### config.mk
export PLATFORM = sky130hd
export DESIGN_NAME = apb4_master_bridge
export DESIGN_NICKNAME = d
export VERILOG_FILES = /design/src/rtl/apb4_master_bridge.sv
export SDC_FILE = /design/constraint.sdc
export NUM_CORES = 1
export LEC_CHECK = 0
export BUFFER_PORTS_ARGS = -buffer_cell sky130_fd_sc_hd__buf_2
export CELL_PAD_IN_SITES_DETAIL_PLACEMENT = 1
export CELL_PAD_IN_SITES_GLOBAL_PLACEMENT = 2
export CORE_ASPECT_RATIO = 1.4
export CORE_UTILIZATION = 28
export DETAILED_ROUTE_END_ITERATION = 10
export GPL_ROUTABILITY_DRIVEN = 0
export GPL_TIMING_DRIVEN = 0
export PLACE_DENSITY_LB_ADDON = 0.1
export SYNTH_ARGS = -nofsm -noshare
export SYNTH_HDL_FRONTEND = slang
export SYNTH_SLANG_ARGS = --single-unit
### constraint.sdc
create_clock -name pclk -period 4.6 [get_ports pclk]
set_input_delay 0.23 -clock pclk [delete_from_list [all_inputs] [get_ports pclk]]
set_output_delay 0.23 -clock pclk [all_outputs]
set_load 0.03 [all_outputs]
### src/rtl/apb4_master_bridge.sv
// Single-outstanding APB4 initiator: valid/ready request in, SETUP/ACCESS on APB,
// valid/ready response out, with an optional PREADY wait-state timeout.
module apb4_master_bridge #(
    parameter int ADDR_WIDTH     = 32,
    parameter int DATA_WIDTH     = 32,
    parameter int TIMEOUT_CYCLES = 256
) (
    input  logic                    pclk,
    input  logic                    preset,

    input  logic                    req_valid_i,
    output logic                    req_ready_o,
    input  logic [ADDR_WIDTH-1:0]   req_addr_i,
    input  logic                    req_write_i,
    input  logic [DATA_WIDTH-1:0]   req_wdata_i,
    input  logic [DATA_WIDTH/8-1:0] req_strb_i,
    input  logic [2:0]              req_prot_i,

    output logic                    rsp_valid_o,
    input  logic                    rsp_ready_i,
    output logic [DATA_WIDTH-1:0]   rsp_rdata_o,
    output logic                    rsp_slverr_o,
    output logic                    rsp_timeout_o,

    output logic [ADDR_WIDTH-1:0]   paddr_o,
    output logic [2:0]              pprot_o,
    output logic                    psel_o,
    output logic                    penable_o,
    output logic                    pwrite_o,
    output logic [DATA_WIDTH-1:0]   pwdata_o,
    output logic [DATA_WIDTH/8-1:0] pstrb_o,
    input  logic                    pready_i,
    input  logic [DATA_WIDTH-1:0]   prdata_i,
    input  logic                    pslverr_i
);

    localparam int STRB_WIDTH = DATA_WIDTH / 8;
    localparam bit TIMEOUT_EN = (TIMEOUT_CYCLES > 0);
    localparam int CNT_WIDTH  = TIMEOUT_EN ? $clog2(TIMEOUT_CYCLES + 1) : 1;
    localparam int LAST_INT   = TIMEOUT_EN ? TIMEOUT_CYCLES - 1 : 0;
    localparam logic [CNT_WIDTH-1:0] CNT_LAST = CNT_WIDTH'(LAST_INT);

    if (DATA_WIDTH != 8 && DATA_WIDTH != 16 && DATA_WIDTH != 32) begin : g_bad_data_width
        $error("apb4_master_bridge: DATA_WIDTH must be 8, 16 or 32");
    end

    typedef enum logic [1:0] {
        IDLE,
        SETUP,
        ACCESS,
        RESP
    } state_e;

    state_e                  state_q, state_d;
    logic [ADDR_WIDTH-1:0]   paddr_q, paddr_d;
    logic [2:0]              pprot_q, pprot_d;
    logic                    pwrite_q, pwrite_d;
    logic [DATA_WIDTH-1:0]   pwdata_q, pwdata_d;
    logic [STRB_WIDTH-1:0]   pstrb_q, pstrb_d;
    logic [CNT_WIDTH-1:0]    cnt_q, cnt_d;
    logic [DATA_WIDTH-1:0]   rsp_rdata_q, rsp_rdata_d;
    logic                    rsp_slverr_q, rsp_slverr_d;
    logic                    rsp_timeout_q, rsp_timeout_d;

    always_ff @(posedge pclk or posedge preset) begin
        if (preset) begin
            state_q       <= IDLE;
            paddr_q       <= '0;
            pprot_q       <= '0;
            pwrite_q      <= 1'b0;
            pwdata_q      <= '0;
            pstrb_q       <= '0;
            cnt_q         <= '0;
            rsp_rdata_q   <= '0;
            rsp_slverr_q  <= 1'b0;
            rsp_timeout_q <= 1'b0;
        end else begin
            state_q       <= state_d;
            paddr_q       <= paddr_d;
            pprot_q       <= pprot_d;
            pwrite_q      <= pwrite_d;
            pwdata_q      <= pwdata_d;
            pstrb_q       <= pstrb_d;
            cnt_q         <= cnt_d;
            rsp_rdata_q   <= rsp_rdata_d;
            rsp_slverr_q  <= rsp_slverr_d;
            rsp_timeout_q <= rsp_timeout_d;
        end
    end

    always_comb begin
        state_d       = state_q;
        paddr_d       = paddr_q;
        pprot_d       = pprot_q;
        pwrite_d      = pwrite_q;
        pwdata_d      = pwdata_q;
        pstrb_d       = pstrb_q;
        cnt_d         = cnt_q;
        rsp_rdata_d   = rsp_rdata_q;
        rsp_slverr_d  = rsp_slverr_q;
        rsp_timeout_d = rsp_timeout_q;

        case (state_q)
            IDLE: begin
                if (req_valid_i) begin
                    paddr_d  = req_addr_i;
                    pprot_d  = req_prot_i;
                    pwrite_d = req_write_i;
                    pwdata_d = req_wdata_i;
                    pstrb_d  = req_write_i ? req_strb_i : '0;
                    cnt_d    = '0;
                    state_d  = SETUP;
                end
            end
            SETUP: begin
                state_d = ACCESS;
            end
            ACCESS: begin
                // Completion wins over timeout when pready arrives on the last allowed cycle.
                if (pready_i) begin
                    rsp_slverr_d  = pslverr_i;
                    rsp_timeout_d = 1'b0;
                    rsp_rdata_d   = pwrite_q ? '0 : prdata_i;
                    state_d       = RESP;
                end else if (TIMEOUT_EN && (cnt_q == CNT_LAST)) begin
                    rsp_slverr_d  = 1'b1;
                    rsp_timeout_d = 1'b1;
                    rsp_rdata_d   = '0;
                    state_d       = RESP;
                end else if (cnt_q != '1) begin
                    cnt_d = cnt_q + CNT_WIDTH'(1);
                end
            end
            RESP: begin
                if (rsp_ready_i) begin
                    state_d = IDLE;
                end
            end
            default: begin
                state_d = IDLE;
            end
        endcase
    end

    assign req_ready_o   = (state_q == IDLE);
    assign psel_o        = (state_q == SETUP) || (state_q == ACCESS);
    assign penable_o     = (state_q == ACCESS);
    assign rsp_valid_o   = (state_q == RESP);

    assign paddr_o       = paddr_q;
    assign pprot_o       = pprot_q;
    assign pwrite_o      = pwrite_q;
    assign pwdata_o      = pwdata_q;
    assign pstrb_o       = pstrb_q;

    assign rsp_rdata_o   = rsp_rdata_q;
    assign rsp_slverr_o  = rsp_slverr_q;
    assign rsp_timeout_o = rsp_timeout_q;

endmodule

* After elaboration in Yosys (flattened, before gate mapping)
Cells that the tools add are included.
W data, S select, Z words.
** Operators by class
- $add $sub $neg :: 1
- Equality and inequality tests :: 11
- Muxes and demuxes :: 17
- Reduce and logical (&&, ||, !) cells :: 8
** Operators by type and width (number)
- $mux W32 :: 3
- $mux W9 :: 4
- $pmux W9 S2 :: 1
- $add A9 B1 Y9 const B :: 1
- $eq A9 B8 Y1 const B :: 1
- $ne A9 B9 Y1 const B :: 1
- $mux W2 :: 4
- $pmux W2 S4 :: 1
- $ne A2 B2 Y1 const B :: 3
- $reduce_and A5 Y1 :: 1
- $eq A2 B2 Y1 const B :: 2
- $mux W4 :: 1
- $ne A2 B1 Y1 const B :: 2
- $reduce_and A2 Y1 :: 2
- $reduce_bool A2 Y1 :: 2
- $mux W1 :: 3
- $ne A3 B1 Y1 const B :: 1
- $reduce_and A3 Y1 :: 1
- $eq A2 B1 Y1 const B :: 1
- $logic_not A2 Y1 :: 1
- $logic_or A1 B1 Y1 :: 1
** Word-level totals
- Register bits after elaboration :: 117
- Input bits :: 110
- Output and inout bits :: 110
- Logic and storage cells :: 47

* Longest topological paths before layout
- Depth in word-level cells :: 5
- Depth in mapped cells :: 8
- Depth with buffers taken out :: 8

* Least setup slack after synthesis
No wires, ideal clock.
- Path type :: register to register
- From :: register state_q[0]
- To :: register paddr_q[25], in the netlist paddr_o[25]
- Setup time :: 0.128 ns
- Arrival time :: 1.678 ns
- Data required time :: 4.472 ns
- Path slack :: 2.794 ns
- Stages on the path, launching flop included :: 7
- Cell sequence :: dfrtp_1 inv_1 ha_1 nand2_1 buf_2 buf_4 mux2_1
** On the way
- Cells in the longest elaborated chain, start to end :: 2
** RTL lines
- start: declaration :: RTL line 54 : state_e state_q, state_d;
- start signal: assignment :: RTL line 78 : state_q <= state_d;
- $logic_not A2 Y1
- net req_ready_o :: RTL line 12 : output logic req_ready_o,
- $reduce_and A2 Y1 (no source line)
- end signal: assignment :: RTL line 79 : paddr_q <= paddr_d;
- end: declaration :: RTL line 55 : logic [ADDR_WIDTH-1:0] paddr_q, paddr_d;
The timed path passes the listed nets, and every way through them passes these cells.
A chain may end at the register's enable or synchronous reset.

* Worst setup path after layout
- From :: register cnt_q[0]
- To :: register rsp_rdata_q[31], in the netlist rsp_rdata_o[31]
** On the way
- Cells in the longest elaborated chain, start to end :: 3
** RTL lines
- start: declaration :: RTL line 60 : logic [CNT_WIDTH-1:0] cnt_q, cnt_d;
- start signal: assignment :: RTL line 84 : cnt_q <= cnt_d;
- $eq A9 B8 Y1 :: RTL line 125 : end else if (TIMEOUT_EN && (cnt_q == CNT_LAST)) begin
- $reduce_bool A2 Y1 (no source line)
- $reduce_and A2 Y1 (no source line)
- end signal: assignment :: RTL line 85 : rsp_rdata_q <= rsp_rdata_d;
- end: declaration :: RTL line 61 : logic [DATA_WIDTH-1:0] rsp_rdata_q, rsp_rdata_d;
Every way passes these cells.

==> PnR_summary.wiki <==
{| class="wikitable"
! Metric !! Value
|-
| Run status || completed
|-
| Number of DRC markers in iteration 0 || 65
|-
| Final Skew || 9.38 ps
|-
| Critical Path Most Common Cell || ha_1
|-
| Fin nets || 717
|-
| CTS Buf Count || 17
|-
| Clock latency at the later pin of the worst-skew pair || 410 ps
|-
| Synth Instances || 360
|-
| Dominant cell type by area after synthesis || dfrtp_1
|-
| Required arrival time at the worst endpoint || 4860 ps
|-
| Area share of the largest cell type after synthesis || a little over three fifths
|-
| Slowest stage cell, crit path || clkbuf_1
|-
| Number of inserted diodes || 0
|-
| Type of the worst setup path || reg -> reg
|-
| Smallest hold slack || ~31 ps
|-
| RSZ-0062 raised after global routing || false
|-
| Proportion of synthesized flip-flops having asynchronous set or reset || 100%
|-
| Number of global-route vias before repair || 3976
|-
| Pre-CTS WS || 2370 ps
|-
| Clock-pin slew reported for the worst setup and hold paths after clock tree synthesis || 50 ps
|-
| Actual slew at the worst max-slew pin || between 400 and 500 ps
|-
| Reported max-cap violation count || 0
|-
| Synth Net Count || ~480
|-
| Cell count of the worst reg-to-reg path || 7
|-
| Ordered cell list for the critical path || ha_1 > nand3_1 > nor2_1 > ha_1 > o21ai_2 > clkbuf_1 > o21ai_0
|-
| Number of storage elements in the synthesis netlist || roughly 120
|-
| Commonest register cell after synthesis || dfrtp_1
|-
| Biggest area contributors in the synthesized netlist || dfrtp_1 (63%), mux2_2 (9.0%), mux2_1 (7.8%), nand2_1 (4.8%), o21ai_0 (3.1%)
|-
| Placed Cells || 779
|-
| End of the worst hold path || pwdata_o[23]
|-
| Pin count of the biggest net entering global routing || 77
|-
| Classification of the worst-slack hold path || in -> reg
|-
| Maximum achievable frequency || 0.450 GHz
|-
| Site row count || 55
|-
| Number of gates resized after cts || 0
|-
| Synthesized area per cell || 12.9 µm²
|-
| Number of clock sinks seen by CTS || 117
|-
| Antenna violations before repair || 0
|-
| Congestion Overflow GR || 0
|-
| Total I/O pin count || 220
|-
| Max Slew Vio Count || 0
|-
| Overall fraction of global-route tracks in use || between 15 and 20%
|-
| Fillers || 1809
|-
| Detailed-route vias per instance || 4.54
|-
| Number of port buffers || ~220
|-
| Vias post-DR || 3689
|-
| Die Footprint || 17100 µm²
|-
| Final standard cell count with taps included and fillers excluded || just over 800
|-
| Chip height || about 150 µm
|-
| Clock Root Buffer || clkbuf_16
|-
| Sort of element at the end of the critical path || register
|-
| Final-report hold violation count || 0
|-
| Startpoint of the most critical hold path || req_wdata_i[23]
|-
| CP startpoint kind || register
|-
| Final wirelength || around 13 mm
|-
| Count of different cell masters after synthesis || 32
|-
| Time the worst path needs with I/O delays and setup || approximately 2200 ps
|-
| Number of enable flip-flop cells after synthesis || 0
|-
| Top post-synthesis cells by count || dfrtp_1 (117), nand2_1 (60), mux2_2 (37)
|-
| Static leakage || roughly 3.4 nW
|-
| Die extent in x || 111 µm
|-
| DPL Wire Length || 10.1 mm
|-
| Min-Delay Path Depth || 2
|-
| Rel. slew slack || 67.6%
|-
| Area added between synthesis and finish || 43.8%
|-
| DRC violations left || 0
|-
| Post-DR wirelength/cell || 16.1 µm
|-
| Number of antenna-violating nets in the routed design || 0
|-
| CTS max path bufs || 2
|-
| Buffers inserted during post-CTS setup optimization || 0
|-
| Worst flop-to-flop path endpoint || rsp_rdata_o[31]
|-
| Placeable core region || roughly 16000 µm²
|-
| Worst IR drop on VDD || ~0.33 mV
|-
| Worst reg2reg setup slack || approximately 2400 ps
|-
| Most used standard cell by instance count after synthesis || dfrtp_1
|-
| TritonCTS clock tree || done
|-
| H-tree depth || 4
|-
| Final setup vio count || 0
|-
| Final Worst Setup Slack || 2380 ps
|-
| Delay of the slowest cell on the worst path || 440 ps
|-
| Reg2reg start || cnt_q[0]
|-
| Netlist area before placement || 4650 µm²
|-
| Wire length of the first global-routing pass || 21.1 mm
|-
| Share of the clock period used by the worst path after layout || 48.4%
|-
| Power density of the placed cells || 844 nW/µm²
|-
| Count of yosys warnings during synthesis || 0
|-
| Crit-path max FO || 10
|-
| DRT Pass-1 Iters || 4
|-
| Starting density of the core || 28.7%
|-
| Worst endpoint data arrival time || 2490 ps
|-
| Sequential area share after synthesis || 63.0%
|-
| Fraction of layout instances using a drive strength above 1 || 49.9%
|}
final cells by class:
type / instances / area, µm² / area share, %
buffer: 17 / 90.1 / 1.35
clock buffer: 25 / 505 / 7.56
clock inverter: 7 / 141 / 2.12
inverter: 8 / 35.0 / 0.524
multi-input combinational: 218 / 1600 / 23.9
sequential: 117 / 2930 / 43.8
tap: 199 / 249 / 3.73
timing repair buffer: 221 / 1130 / 17.0
cells in the final DEF (no fill, tap or decap), drive strengths merged:
cell         Yosys  layout
buf             15     235
dfrtp          117     117
mux2            69      69
nand2           60      60
o21ai           36      36
clkbuf           2      27
a22o            11      11
inv              8       8
ha               7       7
nor2             5       5
a21oi            5       5
bufinv           0       4
mux2i            3       3
nand3            3       3
o31ai            3       3
and2             2       2
nand4            2       2
o21a             2       2
clkinv           0       2
and2b            1       1
nand2b           1       1
o32a             1       1
nand4b           1       1
nor3             1       1
o21bai           1       1
nor2b            1       1
or2              1       1
and3             1       1
or3              1       1
clkinvlp         0       1
dlygate4sd3      0       1
timing repair:
action                                  4_1_cts  5_1_grt
endpoints found under the setup margin        0        0
hold endpoints to repair                     41        0
hold buffers                                  1        0
cell families after synthesis:
group	count (synthesis)	synth area share (%)
adders and majority gates	7	1.88
buffers and inverters	25	2.58
and+or+nand+nor	80	7.35
muxes	72	17.4
DFF	117	63.0
AOI/OAI and AO/OA	59	7.83
layer usage:
layer | vias to the layer above | GRT usage [%] | wire [µm]
li1 | 1720 | - | -
met1 | 1819 | 18.0 | 5060
met2 | 127 | 28.5 | 7020
met3 | 23 | 3.84 | 648
met4 | 0 | 8.19 | 358
met5 | - | 0 | 0
worst max path at each step:
stage	startpoint	endpoint	slack [ps]	depth (start not counted)
4_1_cts	cnt_q[0]	rsp_rdata_o[31]	2360	7
2_1_floorplan	preset	cnt_q[0]	1270	1
5_1_grt	cnt_q[0]	rsp_rdata_o[31]	2180	7
3_3_place_gp	preset	rsp_rdata_o[27]	-280	2
6_report	cnt_q[0]	rsp_rdata_o[31]	2380	7
3_5_place_dp	cnt_q[0]	rsp_rdata_o[31]	2370	7
critical path: cells and delay by family (launching register included):
family | cells | cell delay [ps]
flops | 1 | 400
compound gates | 2 | 560
fa+ha+maj | 2 | 510
simple gates | 2 | 160
buf+inv | 1 | 440
sequential cells by signal, indices dropped and copies added (netlist names), 2 cells and up:
name / cells
pprot_o: 3
paddr_o: 32
pstrb_o: 4
pwdata_o: 32
cnt_q: 9
state_q: 2
rsp_rdata_o: 32
per-stage QoR:
| step | util (%) | TNS (ps) | power (mW) | area, µm² |
|---|---|---|---|---|
| after detailed placement | 37.3 | 0 | 4.28 | 6030 |
| after global routing | 41.3 | 0 | 5.97 | 6680 |
| after CTS | 41.3 | 0 | 5.73 | 6680 |
| final | 41.3 | 0 | 5.64 | 6680 |
| after global placement | 37.1 | -32100 | 4.22 | 5990 |
| after floorplan | - | 0 | 3.46 | 4650 |
power breakdown:
part	switching [mW]	leakage [nW]	internal (mW)
sequential	0.245	1.45	1.52
clock	0.447	0.314	0.978
combinational	1.65	1.61	0.802
Note: power is estimated with default switching activity, not from simulation.
